$ cat config.mk
export PLATFORM = sky130hd
export DESIGN_NAME = dmem_arbiter
export DESIGN_NICKNAME = d
export VERILOG_FILES = /design/src/rtl/dmem_arbiter.sv
export SDC_FILE = /design/constraint.sdc
export NUM_CORES = 1
export LEC_CHECK = 0
export ABC_AREA = 1
export CAP_MARGIN = 10
export CORE_MARGIN = 3
export CORE_UTILIZATION = 26
export DETAILED_ROUTE_END_ITERATION = 16
export PLACE_DENSITY = 0.88
export SETUP_SLACK_MARGIN = 0.3
export SYNTH_ARGS = -nofsm -noshare
export SYNTH_HDL_FRONTEND = slang
export SYNTH_SLANG_ARGS = --single-unit
$ cat constraint.sdc
create_clock -name clock -period 2.7 [get_ports clock]
set_clock_uncertainty 0.05 [all_clocks]
set_input_delay 0.675 -clock clock [delete_from_list [all_inputs] [get_ports clock]]
set_output_delay 0.675 -clock clock [all_outputs]
set_load 0.03 [all_outputs]
$ cat src/rtl/dmem_arbiter.sv
// -----------------------------------------------------------------------------
// dmem_arbiter
//
// Shares the single-port data memory (dmem_sim) between the core load/store
// unit (port 0) and a debug/DMA requester (port 1). At most one access is
// granted per cycle. The grant is combinational, and the access commits at the
// posedge that ends the grant cycle. dmem reads have one cycle of latency. The
// arbiter remembers which port issued the read in flight and returns out_word
// to that port with a valid strobe in the next cycle.
//
// Arbitration:
//   default               : fixed priority to port 0. Port 1 wins a contended
//                           cycle once it has been denied MAX_WAIT consecutive
//                           cycles (starvation guard).
//   DMEM_ARB_RR_EN defined: round robin. rr_ptr names the preferred port on
//                           contention and moves to the loser after every
//                           contended grant. The starvation counter is absent.
//
// Parameters:
//   WORD_WIDTH  data word width (matches dmem)
//   ADDR_WIDTH  byte address width (matches dmem)
//   MAX_WAIT    denied cycles of port 1 before it is force-granted (1..15)
//   WAIT_WIDTH  starvation counter width; must hold MAX_WAIT
//
// Ports:
//   clock, reset              system clock, synchronous active-high reset
//   in_pX_req/we/addr/wdata   port X request, write(1)/read(0), address, data
//   out_pX_gnt                port X granted this cycle (combinational)
//   out_pX_rvalid             port X read data valid (from registered state)
//   out_pX_rdata              port X read data, 0 when rvalid is low
//   out_mem_addr_rd/_wr       dmem read / write address (winner's address)
//   out_mem_word              dmem write data (winner's wdata)
//   out_mem_write_en          dmem write enable
//   in_mem_word               dmem read data (one cycle after the address)
// -----------------------------------------------------------------------------
module dmem_arbiter #(
  parameter int unsigned WORD_WIDTH = 16,
  parameter int unsigned ADDR_WIDTH = 12,
  parameter int unsigned MAX_WAIT   = 4,
  parameter int unsigned WAIT_WIDTH = 4
) (
  input  logic                  clock,
  input  logic                  reset,

  input  logic                  in_p0_req,
  input  logic                  in_p0_we,
  input  logic [ADDR_WIDTH-1:0] in_p0_addr,
  input  logic [WORD_WIDTH-1:0] in_p0_wdata,
  output logic                  out_p0_gnt,
  output logic                  out_p0_rvalid,
  output logic [WORD_WIDTH-1:0] out_p0_rdata,

  input  logic                  in_p1_req,
  input  logic                  in_p1_we,
  input  logic [ADDR_WIDTH-1:0] in_p1_addr,
  input  logic [WORD_WIDTH-1:0] in_p1_wdata,
  output logic                  out_p1_gnt,
  output logic                  out_p1_rvalid,
  output logic [WORD_WIDTH-1:0] out_p1_rdata,

  output logic [ADDR_WIDTH-1:0] out_mem_addr_rd,
  output logic [ADDR_WIDTH-1:0] out_mem_addr_wr,
  output logic [WORD_WIDTH-1:0] out_mem_word,
  output logic                  out_mem_write_en,
  input  logic [WORD_WIDTH-1:0] in_mem_word
);

  typedef enum logic {
    PORT0 = 1'b0,
    PORT1 = 1'b1
  } port_e;

  logic  gnt0;
  logic  gnt1;
  logic  contended;
  logic  rd_grant;
  logic  rd_pend;
  port_e rd_sel;

  assign contended = in_p0_req & in_p1_req;

`ifdef DMEM_ARB_RR_EN
  port_e rr_ptr;
`else
  localparam logic [WAIT_WIDTH-1:0] WAIT_LIMIT = WAIT_WIDTH'(MAX_WAIT);
  logic [WAIT_WIDTH-1:0] wait_cnt;
`endif

  // ---------------------------------------------------------------------------
  // Grant decision. Both grants are forced low during reset, so a request seen
  // in a reset cycle can neither start a read nor commit a write.
  // ---------------------------------------------------------------------------
  always_comb begin
    gnt0 = 1'b0;
    gnt1 = 1'b0;
    if (!reset) begin
      if (contended) begin
`ifdef DMEM_ARB_RR_EN
        if (rr_ptr == PORT1) begin
          gnt1 = 1'b1;
        end else begin
          gnt0 = 1'b1;
        end
`else
        if (wait_cnt == WAIT_LIMIT) begin
          gnt1 = 1'b1;
        end else begin
          gnt0 = 1'b1;
        end
`endif
      end else begin
        gnt0 = in_p0_req;
        gnt1 = in_p1_req;
      end
    end
  end

  assign out_p0_gnt = gnt0;
  assign out_p1_gnt = gnt1;

  // ---------------------------------------------------------------------------
  // Memory drive: the winner's request goes straight to dmem. With no winner
  // every memory input is parked at zero.
  // ---------------------------------------------------------------------------
  always_comb begin
    out_mem_addr_rd  = '0;
    out_mem_addr_wr  = '0;
    out_mem_word     = '0;
    out_mem_write_en = 1'b0;
    if (gnt0) begin
      out_mem_addr_rd  = in_p0_addr;
      out_mem_addr_wr  = in_p0_addr;
      out_mem_word     = in_p0_wdata;
      out_mem_write_en = in_p0_we;
    end else if (gnt1) begin
      out_mem_addr_rd  = in_p1_addr;
      out_mem_addr_wr  = in_p1_addr;
      out_mem_word     = in_p1_wdata;
      out_mem_write_en = in_p1_we;
    end
  end

  // ---------------------------------------------------------------------------
  // Read tracking. rd_sel changes only on a granted read. It is only
  // meaningful while rd_pend is high.
  // ---------------------------------------------------------------------------
  assign rd_grant = (gnt0 & ~in_p0_we) | (gnt1 & ~in_p1_we);

  always_ff @(posedge clock) begin
    if (reset) begin
      rd_pend <= 1'b0;
      rd_sel  <= PORT0;
    end else begin
      rd_pend <= rd_grant;
      if (gnt1 && !in_p1_we) begin
        rd_sel <= PORT1;
      end else if (gnt0 && !in_p0_we) begin
        rd_sel <= PORT0;
      end
    end
  end

  assign out_p0_rvalid = rd_pend & (rd_sel == PORT0);
  assign out_p1_rvalid = rd_pend & (rd_sel == PORT1);
  assign out_p0_rdata  = out_p0_rvalid ? in_mem_word : '0;
  assign out_p1_rdata  = out_p1_rvalid ? in_mem_word : '0;

`ifdef DMEM_ARB_RR_EN
  // ---------------------------------------------------------------------------
  // Round-robin pointer: after a contended grant the loser becomes preferred.
  // Uncontested grants leave the preference alone.
  // ---------------------------------------------------------------------------
  always_ff @(posedge clock) begin
    if (reset) begin
      rr_ptr <= PORT0;
    end else if (contended) begin
      rr_ptr <= gnt0 ? PORT1 : PORT0;
    end
  end
`else
  // ---------------------------------------------------------------------------
  // Starvation counter: counts consecutive denied cycles of port 1 and
  // saturates at the limit. The counter clears as soon as port 1 is served or
  // drops its request.
  // ---------------------------------------------------------------------------
  always_ff @(posedge clock) begin
    if (reset) begin
      wait_cnt <= '0;
    end else if (in_p1_req && !gnt1) begin
      if (wait_cnt != WAIT_LIMIT) begin
        wait_cnt <= wait_cnt + WAIT_WIDTH'(1);
      end
    end else begin
      wait_cnt <= '0;
    end
  end
`endif

endmodule

**Word-level counts from Yosys, hierarchy flattened**

Cells that the tools add are included.

- Bits in read-only memories: 0
- RAM bits: 0
- Bits in latches: 0
- Memories: 0
- Bits in registers: 6
- Output and inout bits: 77

- Shifts and indexed selects: 0
- Muxes and demuxes: 16
- Bitwise operators: 10
- Reductions and logical operators: 8
- $lt $le $gt $ge: 0
- Div/mod/pow operators: 0
- Equal/unequal tests: 2
- $add $sub $neg: 1
- Multiply operators: 0

Operators by type and width:

| operator | number |
|---|---|
| $mux W16 | 4 |
| $mux W12 | 2 |
| $mux W1 | 10 |
| $and A1 B1 Y1 | 5 |
| $add A4 B1 Y4 const B | 1 |
| $eq A4 B3 Y1 const B | 1 |
| $ne A4 B3 Y1 const B | 1 |
| $not A1 Y1 | 4 |
| $logic_and A1 B1 Y1 | 3 |
| $logic_not A1 Y1 | 3 |
| $reduce_bool A2 Y1 | 1 |
| $reduce_or A2 Y1 | 1 |
| $or A1 B1 Y1 | 1 |

**Depth between registers and ports, before layout**

Gate-level depths: netlist (run 1).

- Depth after elaboration: 8
- Mapped depth: 8
- Gate-level depth less buffers: 6

**Worst setup path before layout (run 1)**

OpenSTA, ideal clock, no wires.

- Path kind: input -> output
- Start: input in_p0_req
- End: output out_mem_addr_wr[0]
- Buffers on the path: 2
- Cell stages on the path: 6
- Data arrival time: 1.590 ns
- Path slack: 0.385 ns
- Cells stage by stage: inv_1 -> nor2_1 -> buf_2 -> nand3_1 -> nand2_1 -> buf_4

- Word-level cells in the longest chain between the ends: 5
- Elaborated cells between the ends (all ways): 7
- Those cells by class: 6 x mux; 1 x bitwise

Ends and longest elaborated chain:

| item | line | source |
|---|---|---|
| start: declaration | 45 | `input logic in_p0_req,` |
| $and A1 B1 Y1 | 80 | `assign contended = in_p0_req & in_p1_req;` |
| $mux W1 | 97 | `if (contended) begin` |
| $mux W1 | 96 | `if (!reset) begin` |
| $mux W12 | n/a |  |
| $mux W12 (*) | n/a |  |
| end: declaration | 62 | `output logic [ADDR_WIDTH-1:0] out_mem_addr_wr,` |

Every way passes the cells marked *; elsewhere a longest branch is shown, timed or not.

**Worst setup path after layout (run 1)**

- Start: input reset
- End: output out_mem_word[3]

- Word-level cells in the longest chain between the ends: 3
- Elaborated cells between the ends (all ways): 4
- Those cells by class: 4 x mux

Ends and longest elaborated chain:

| item | line | source |
|---|---|---|
| start: declaration | 43 | `input logic reset,` |
| $mux W1 | 96 |  |
| $mux W16 | 135 | `end else if (gnt1) begin` |
| $mux W16 (*) | 130 | `if (gnt0) begin` |
| end: declaration | 63 | `output logic [WORD_WIDTH-1:0] out_mem_word,` |

Marks and branches as above.

==> impl_metrics.prom, run 1 <==
# TYPE chip_impl_metric gauge
chip_impl_metric{name="synth.distinct_cells",unit=""} 16
chip_impl_metric{name="number_of_antenna_violations_at_the_first_check_in_global_routing",unit=""} 0
chip_impl_info{name="crit_path_top_delay_cell",value="sky130_fd_sc_hd__nor2_4"} 1
chip_impl_info{name="worst-setup-path-type",value="in2out"} 1
chip_impl_info{name="tritoncts",value="yes"} 1
chip_impl_metric{name="total_clock_buffers_created_by_cts",unit=""} 3
chip_impl_metric{name="final-seq-area",unit="um^2"} 120.1
chip_impl_metric{name="rows",unit=""} 22
chip_impl_metric{name="wl_met1",unit="mm"} 2.262
chip_impl_metric{name="vias",unit=""} 1920
chip_impl_metric{name="htree_levels",unit=""} 1
chip_impl_metric{name="grt_first_pass_wirelength",unit="mm"} 8.673
chip_impl_metric{name="vdd_drop_max",unit="uV"} 162.6
chip_impl_metric{name="stdcell_count",unit=""} 401
chip_impl_metric{name="timing.slew.headroom",unit="%"} 79.34
chip_impl_metric{name="cpPeakStageDelay",unit="ns"} 0.21
chip_impl_metric{name="max_capacitance_violation_total",unit=""} 0
chip_impl_metric{name="grt_start_max_net_pins",unit=""} 20
chip_impl_metric{name="mappedNetlistArea",unit="um^2"} 1069
chip_impl_metric{name="fill_cells",unit=""} 331
chip_impl_info{name="worstHoldPathType",value="reg2reg"} 1
chip_impl_metric{name="maximum_fanout_along_the_worst_path",unit=""} 15
chip_impl_metric{name="critical_path.n_buffers_inverters",unit=""} 4
chip_impl_metric{name="fin_setup_tns",unit="ns"} 0
chip_impl_metric{name="met3_wirelength",unit="um"} 614
chip_impl_metric{name="pwr_density_cell",unit="nW/um^2"} 263.3
chip_impl_metric{name="detail-route-antenna-nets",unit=""} 0
chip_impl_metric{name="p_leak",unit="nW"} 1.431
chip_impl_metric{name="final_report_hold_violation_count",unit=""} 0
chip_impl_info{name="top_signal_layer_used",value="met4"} 1
chip_impl_metric{name="arrival",unit="ns"} 1.66
chip_impl_info{name="root_buffer",value="sky130_fd_sc_hd__clkbuf_8"} 1
chip_impl_metric{name="yosys_register_bits",unit=""} 6
chip_impl_metric{name="wl_per_cell",unit="um"} 14.85
chip_impl_metric{name="num_antenna_cells",unit=""} 0
chip_impl_info{name="crit_chain",value="buf_2 > nor2_4 > buf_12 > buf_16 > nand3_1 > nand2_1 > buf_4"} 1
chip_impl_metric{name="detail_route.vias_per_cell",unit=""} 4.788
chip_impl_info{name="rsz0062_at_grt",value="yes"} 1
chip_impl_metric{name="timing.final.setup_violations",unit=""} 0
chip_impl_metric{name="synthCells",unit=""} 207
chip_impl_metric{name="place.port_buffers",unit=""} 154
chip_impl_metric{name="pin_count",unit=""} 155
chip_impl_metric{name="core_region_area",unit="um^2"} 3799
chip_impl_metric{name="routabilityCongestion",unit=""} 0.8019
chip_impl_metric{name="area_growth",unit="%"} 156.4
chip_impl_metric{name="dieWidth",unit="um"} 70.11
chip_impl_metric{name="syn-mean-instance-area",unit="um^2"} 5.162
chip_impl_metric{name="residual_drc_count",unit=""} 0
chip_impl_metric{name="slew_viol_final",unit=""} 0
chip_impl_metric{name="worstPathRequired",unit="ns"} 1.98
chip_impl_metric{name="drt_pass1_iterations",unit=""} 4
chip_impl_info{name="layout_commonest_cell",value="sky130_fd_sc_hd__clkdlybuf4s50_1"} 1
chip_impl_metric{name="dp_cells",unit=""} 389
chip_impl_metric{name="final.hold.worst_slack",unit="ns"} 0.4253
chip_impl_metric{name="clkTransAtPathRegs",unit="ns"} 0.04
chip_impl_metric{name="violation_count_after_the_first_detailed_routing_iteration",unit=""} 51
chip_impl_metric{name="grt_pass1_vias",unit=""} 1798
chip_impl_info{name="critical_path.startpoint_type",value="input pin"} 1
chip_impl_metric{name="design.final.nets",unit=""} 435
chip_impl_metric{name="ys_seq_area_share",unit="%"} 11.24
chip_impl_metric{name="hpwl_after_detailed_placement",unit="mm"} 3.916
chip_impl_metric{name="timing.final.crit_period",unit="ns"} 2.382
chip_impl_metric{name="initial_utilization",unit="%"} 28.13
chip_impl_metric{name="cts.hold.buffers_added",unit=""} 0
chip_impl_metric{name="die_area",unit="um^2"} 4915
chip_impl_metric{name="clock_sinks",unit=""} 6
chip_impl_metric{name="met2WireLength",unit="mm"} 3.012
chip_impl_metric{name="grt-ovfl-total",unit=""} 0
chip_impl_metric{name="fraction_of_layout_instances_using_a_drive_strength_above_1",unit="%"} 32.29
chip_impl_metric{name="drt-total-wl",unit="mm"} 5.953
chip_impl_metric{name="multi_input_comb_area",unit="um^2"} 748.2
chip_impl_info{name="final_cell_mix",value="sky130_fd_sc_hd__clkdlybuf4s50_1, sky130_fd_sc_hd__nand3_1, sky130_fd_sc_hd__buf_4, sky130_fd_sc_hd__nor2_1, sky130_fd_sc_hd__nand2_1"} 1
chip_impl_metric{name="grt_usage",unit="%"} 21.52
chip_impl_metric{name="period_share",unit="%"} 88.23
chip_impl_metric{name="synthesis.yosys.warnings",unit=""} 0
chip_impl_metric{name="achievable-frequency",unit="GHz"} 0.4198
chip_impl_info{name="outcome",value="finished, final reports clean"} 1
chip_impl_metric{name="post-place-ws",unit="ns"} -0.01147
chip_impl_info{name="post_synth_top_area_cell",value="sky130_fd_sc_hd__nand3_1"} 1
chip_impl_info{name="worst_setup_path_end_kind",value="output port"} 1
chip_impl_info{name="largest_cells_by_area_after_synthesis",value="sky130_fd_sc_hd__nand3_1, sky130_fd_sc_hd__nor2_1, sky130_fd_sc_hd__nand2_1"} 1
chip_impl_metric{name="chipHeight",unit="um"} 70.11
chip_impl_metric{name="cts_max_path_buffers",unit=""} 2
chip_impl_metric{name="timing_worst_slew_pin_value",unit="ns"} 0.3088
chip_impl_metric{name="final_critical_path_setup_slack",unit="ns"} 0.3178
chip_impl_metric{name="synth_nets",unit=""} 287
chip_impl_metric{name="clkLatencyLatePin",unit="ns"} 0.23
chip_impl_info{name="cp_top_family",value="buffers and inverters"} 1
chip_impl_metric{name="synth.top_cell.area_share",unit="%"} 28.10
## layout make-up
cell class,count,share of cell area (%)
repair buffers,169,60.91
well taps,48,2.192
clock buffers,3,1.507
multi-input cells,148,27.31
inverters,27,3.699
flip-flops and latches,6,4.384
## metal layers
metal	track usage, %	vias to the layer above
met4	5.106	0
met3	4.748	6
met1	24.68	856
met5	0	-
met2	39.98	123
li1	-	935
## cell usage after synthesis
library cell / count
sky130_fd_sc_hd__nor2_1: 39
sky130_fd_sc_hd__nand3_2: 1
sky130_fd_sc_hd__ha_1: 2
sky130_fd_sc_hd__buf_2: 10
sky130_fd_sc_hd__nand4_1: 2
sky130_fd_sc_hd__a21oi_1: 1
sky130_fd_sc_hd__dfxtp_1: 6
sky130_fd_sc_hd__buf_4: 15
sky130_fd_sc_hd__nand2_2: 1
sky130_fd_sc_hd__nand3_1: 60
sky130_fd_sc_hd__inv_1: 27
sky130_fd_sc_hd__nand2_1: 38
sky130_fd_sc_hd__xor2_1: 1
sky130_fd_sc_hd__xnor2_1: 1
sky130_fd_sc_hd__nand3b_1: 2
sky130_fd_sc_hd__clkbuf_1: 1
## worst reg2reg max path: cells and delay by family (launching register included)
kind,cells,cell delay [ns]
simple gates,4,0.40
flops,1,0.38
buf+inv,2,0.27
fa+ha+maj,1,0.20
## worst paths after layout
check | from | to | slack, ns | depth (start not counted)
max reg2reg | wait_cnt[1] | rd_sel | 1.29 | 7
max | reset | out_mem_word[3] | 0.32 | 7
min reg2reg | wait_cnt[0] | wait_cnt[0] | 0.43 | 1
min | wait_cnt[0] | wait_cnt[0] | 0.43 | 1
## registers in the layout, summed over array words and instances, names as in the netlist
name / flops
rd_pend: 1
wait_cnt: 4
rd_sel: 1
## report_power, final
group / total (mW) / switching (mW) / leakage, nW / internal (mW)
combinational: 0.488 / 0.246 / 1.36 / 0.241
clock: 0.139 / 0.0432 / 0.0216 / 0.0962
sequential: 0.0944 / 0.00232 / 0.0489 / 0.0921
## through the flow
stage,utilization (%),cell area (um^2),total power [mW]
6_report,72.13,2740,0.7215
3_3_place_gp,64.26,2441,0.5219
2_1_floorplan,-,1069,0.3135
4_1_cts,70.85,2691,0.7029
3_5_place_dp,64.26,2441,0.5252
5_1_grt,72.13,2740,0.7543
## repair_timing
item                                    4_1_cts  5_1_grt
gates cloned                                  5        1
pin swaps                                     7        5
setup buffers                                 1        2
resized for setup                            62       40
endpoints found under the setup margin       60       57
## cell families after synthesis
logic type	Yosys count	share of synthesized area [%]
buffers and inverters	53	25.06
xor gates and xnor gates	2	1.640
adders and majority gates	2	2.342
AOI/OAI and AO/OA	1	0.4679
DFF	6	11.24
and+or+nand+nor	143	59.25
Note: power is estimated with default switching activity, not from simulation.
==> run 2, diff against run 1 <==
- CORE_ASPECT_RATIO: default -> 0.9
- clock period: 2.7 -> 2.8 ns (I/O delays scaled with it)
==> run 2 against run 1 <==
  * Worst setup slack better by 0.015 ns
  * Cell count is 1.0% lower
  * Register-to-register slack better by 0.11 ns
  * First-iteration DRC count is 12% higher
  * Count of clock-buffer cells in the layout stayed put
  * Sequential share of layout area is 0.18 points higher
  * Critical endpoint is now out_p0_rdata[4]
==> impl_metrics.prom, run 2 (synthesis results as in run 1) <==
# TYPE chip_impl_metric gauge
chip_impl_metric{name="final_report_hold_violation_count",unit=""} 0
chip_impl_metric{name="chipHeight",unit="um"} 66.82
chip_impl_metric{name="timing_worst_slew_pin_value",unit="ns"} 0.3121
chip_impl_metric{name="timing.final.setup_violations",unit=""} 0
chip_impl_metric{name="fraction_of_layout_instances_using_a_drive_strength_above_1",unit="%"} 21.65
chip_impl_metric{name="cpPeakStageDelay",unit="ns"} 0.46
chip_impl_metric{name="grt_first_pass_wirelength",unit="mm"} 7.238
chip_impl_metric{name="dieWidth",unit="um"} 73.58
chip_impl_metric{name="place.port_buffers",unit=""} 154
chip_impl_info{name="root_buffer",value="sky130_fd_sc_hd__clkbuf_8"} 1
chip_impl_info{name="outcome",value="finished, final reports clean"} 1
chip_impl_metric{name="slew_viol_final",unit=""} 0
chip_impl_metric{name="die_area",unit="um^2"} 4916
chip_impl_metric{name="multi_input_comb_area",unit="um^2"} 708.2
chip_impl_metric{name="period_share",unit="%"} 88.12
chip_impl_metric{name="vdd_drop_max",unit="uV"} 156.7
chip_impl_metric{name="power",unit="mW"} 0.6508
chip_impl_metric{name="p_leak",unit="nW"} 1.458
chip_impl_metric{name="timing.slew.headroom",unit="%"} 79.12
chip_impl_metric{name="vias",unit=""} 1832
chip_impl_info{name="layout_top_registers",value="wait_cnt x4, rd_pend x1, rd_sel x1"} 1
chip_impl_metric{name="postCtsSetupRepairBufs",unit=""} 0
chip_impl_metric{name="pin_count",unit=""} 155
chip_impl_metric{name="num_antenna_cells",unit=""} 0
chip_impl_metric{name="drt-total-wl",unit="mm"} 5.309
chip_impl_metric{name="rows",unit=""} 21
chip_impl_metric{name="core_region_area",unit="um^2"} 3836
chip_impl_metric{name="grt-ovfl-total",unit=""} 0
chip_impl_info{name="worstHoldPathType",value="reg2reg"} 1
chip_impl_metric{name="timing.final.crit_period",unit="ns"} 2.467
chip_impl_metric{name="dp_cells",unit=""} 389
chip_impl_info{name="final_cell_mix",value="sky130_fd_sc_hd__clkdlybuf4s50_1, sky130_fd_sc_hd__nand3_1, sky130_fd_sc_hd__buf_4, sky130_fd_sc_hd__nor2_1, sky130_fd_sc_hd__nand2_1"} 1
chip_impl_info{name="largest_register",value="wait_cnt"} 1
chip_impl_metric{name="detail-route-antenna-nets",unit=""} 0
chip_impl_info{name="layout_commonest_cell",value="sky130_fd_sc_hd__clkdlybuf4s50_1"} 1
chip_impl_metric{name="maximum_fanout_along_the_worst_path",unit=""} 2
chip_impl_metric{name="number_of_antenna_violations_at_the_first_check_in_global_routing",unit=""} 0
chip_impl_info{name="cp_top_family",value="buffers and inverters"} 1
chip_impl_info{name="crit_chain",value="clkdlybuf4s50_1 > inv_1 > nor2_1 > dlygate4sd2_1"} 1
chip_impl_metric{name="final-seq-area",unit="um^2"} 120.1
chip_impl_metric{name="fill_cells",unit=""} 335
chip_impl_info{name="crit_path_top_delay_cell",value="sky130_fd_sc_hd__clkdlybuf4s50_1"} 1
chip_impl_metric{name="htree_levels",unit=""} 1
chip_impl_metric{name="pwr_density_cell",unit="nW/um^2"} 247.4
chip_impl_metric{name="achievable-frequency",unit="GHz"} 0.4053
chip_impl_metric{name="clkTransAtPathRegs",unit="ns"} 0.04
chip_impl_metric{name="hpwl_after_detailed_placement",unit="mm"} 4.044
chip_impl_metric{name="grt_start_max_net_pins",unit=""} 18
chip_impl_metric{name="routabilityCongestion",unit=""} 0.7705
chip_impl_metric{name="fin_setup_tns",unit="ns"} 0
chip_impl_metric{name="cts_max_path_buffers",unit=""} 2
chip_impl_metric{name="arrival",unit="ns"} 1.72
chip_impl_metric{name="grt_usage",unit="%"} 18.49
chip_impl_metric{name="grt_pass1_vias",unit=""} 1642
chip_impl_metric{name="violation_count_after_the_first_detailed_routing_iteration",unit=""} 57
chip_impl_metric{name="grt_util_met2",unit="%"} 36.06
chip_impl_info{name="worst-setup-path-type",value="in2out"} 1
chip_impl_metric{name="grt_use_met1",unit="%"} 18.87
chip_impl_info{name="worst_setup_path_end_kind",value="output port"} 1
chip_impl_metric{name="drt_pass1_iterations",unit=""} 4
chip_impl_info{name="globalRoute.busiestLayer",value="met2"} 1
chip_impl_metric{name="stdcell_count",unit=""} 397
chip_impl_info{name="tritoncts",value="yes"} 1
chip_impl_metric{name="largest_register_ff_count",unit=""} 4
chip_impl_metric{name="clock_sinks",unit=""} 6
chip_impl_metric{name="total_clock_buffers_created_by_cts",unit=""} 3
chip_impl_metric{name="residual_drc_count",unit=""} 0
chip_impl_info{name="critical_path.startpoint_type",value="input pin"} 1
chip_impl_metric{name="max_capacitance_violation_total",unit=""} 0
chip_impl_metric{name="initial_utilization",unit="%"} 27.85
chip_impl_metric{name="area_growth",unit="%"} 146.3
chip_impl_metric{name="critical_path.n_buffers_inverters",unit=""} 3
chip_impl_metric{name="met3_capacity_usage_during_global_routing",unit="%"} 5.128
chip_impl_metric{name="worstPathRequired",unit="ns"} 2.05
chip_impl_metric{name="clkLatencyLatePin",unit="ns"} 0.22
chip_impl_metric{name="wl_per_cell",unit="um"} 13.37
chip_impl_info{name="rsz0062_at_grt",value="yes"} 1
chip_impl_metric{name="design.final.nets",unit=""} 433
chip_impl_metric{name="detail_route.vias_per_cell",unit=""} 4.615
## run 2: worst paths after layout
check / slack [ns] / start / cells after the start / to
worst max-delay path: 0.33 / in_mem_word[4] / 4 / out_p0_rdata[4]
worst min-delay path: 0.41 / wait_cnt[0] / 1 / wait_cnt[0]
worst max register to register: 1.40 / wait_cnt[0] / 7 / rd_sel
worst min register to register: 0.41 / wait_cnt[0] / 1 / wait_cnt[0]
## run 2: per-layer routing
metal | wire length, um | part of all wire (%) | up-vias
met2 | 2772 | 52 | 103
li1 | - | - | 928
met4 | 41 | 0.77 | 0
met1 | 1921 | 36 | 797
met3 | 574 | 11 | 4
met5 | 0 | 0 | -
## run 2: layout make-up
type                    count  area share [%]
well taps                  46           2.187
multi-input cells         148           26.91
flip-flops and latches      6           4.565
clock buffers               3           1.569
inverters                  27           3.852
repair buffers            167           60.91
## run 2: repair_timing
action / in CTS / in global routing
gates resized for setup: 41 / 16
hold buffers: 0 / 0
cloned: 4 / 1
pin swaps: 3 / 2
endpoints found under the hold margin: 0 / 0
setup endpoints to repair: 71 / 51
## run 2: through the flow
step,util (%),hold slack [ns],setup slack (ns),cell area (um^2)
global placement,65.46,0.3976,0.06026,2511
floorplan,-,0.3797,0.4346,1069
CTS,68.04,0.4101,0.2807,2610
global route,68.59,0.4336,0.2894,2631
finish,68.59,0.4051,0.3326,2631
detailed placement,65.46,0.4026,0.04199,2511
## run 2: power breakdown
part	internal [mW]	switching (mW)
clock	0.0921	0.0340
sequential	0.0889	0.00212
combinational	0.211	0.223
total	0.392	0.259
==> run 3, diff against run 2 <==
- SKIP_LAST_GASP: default -> 1
==> results of run 3 <==
The final DEF is identical to that of run 2; final timing and power are the same.
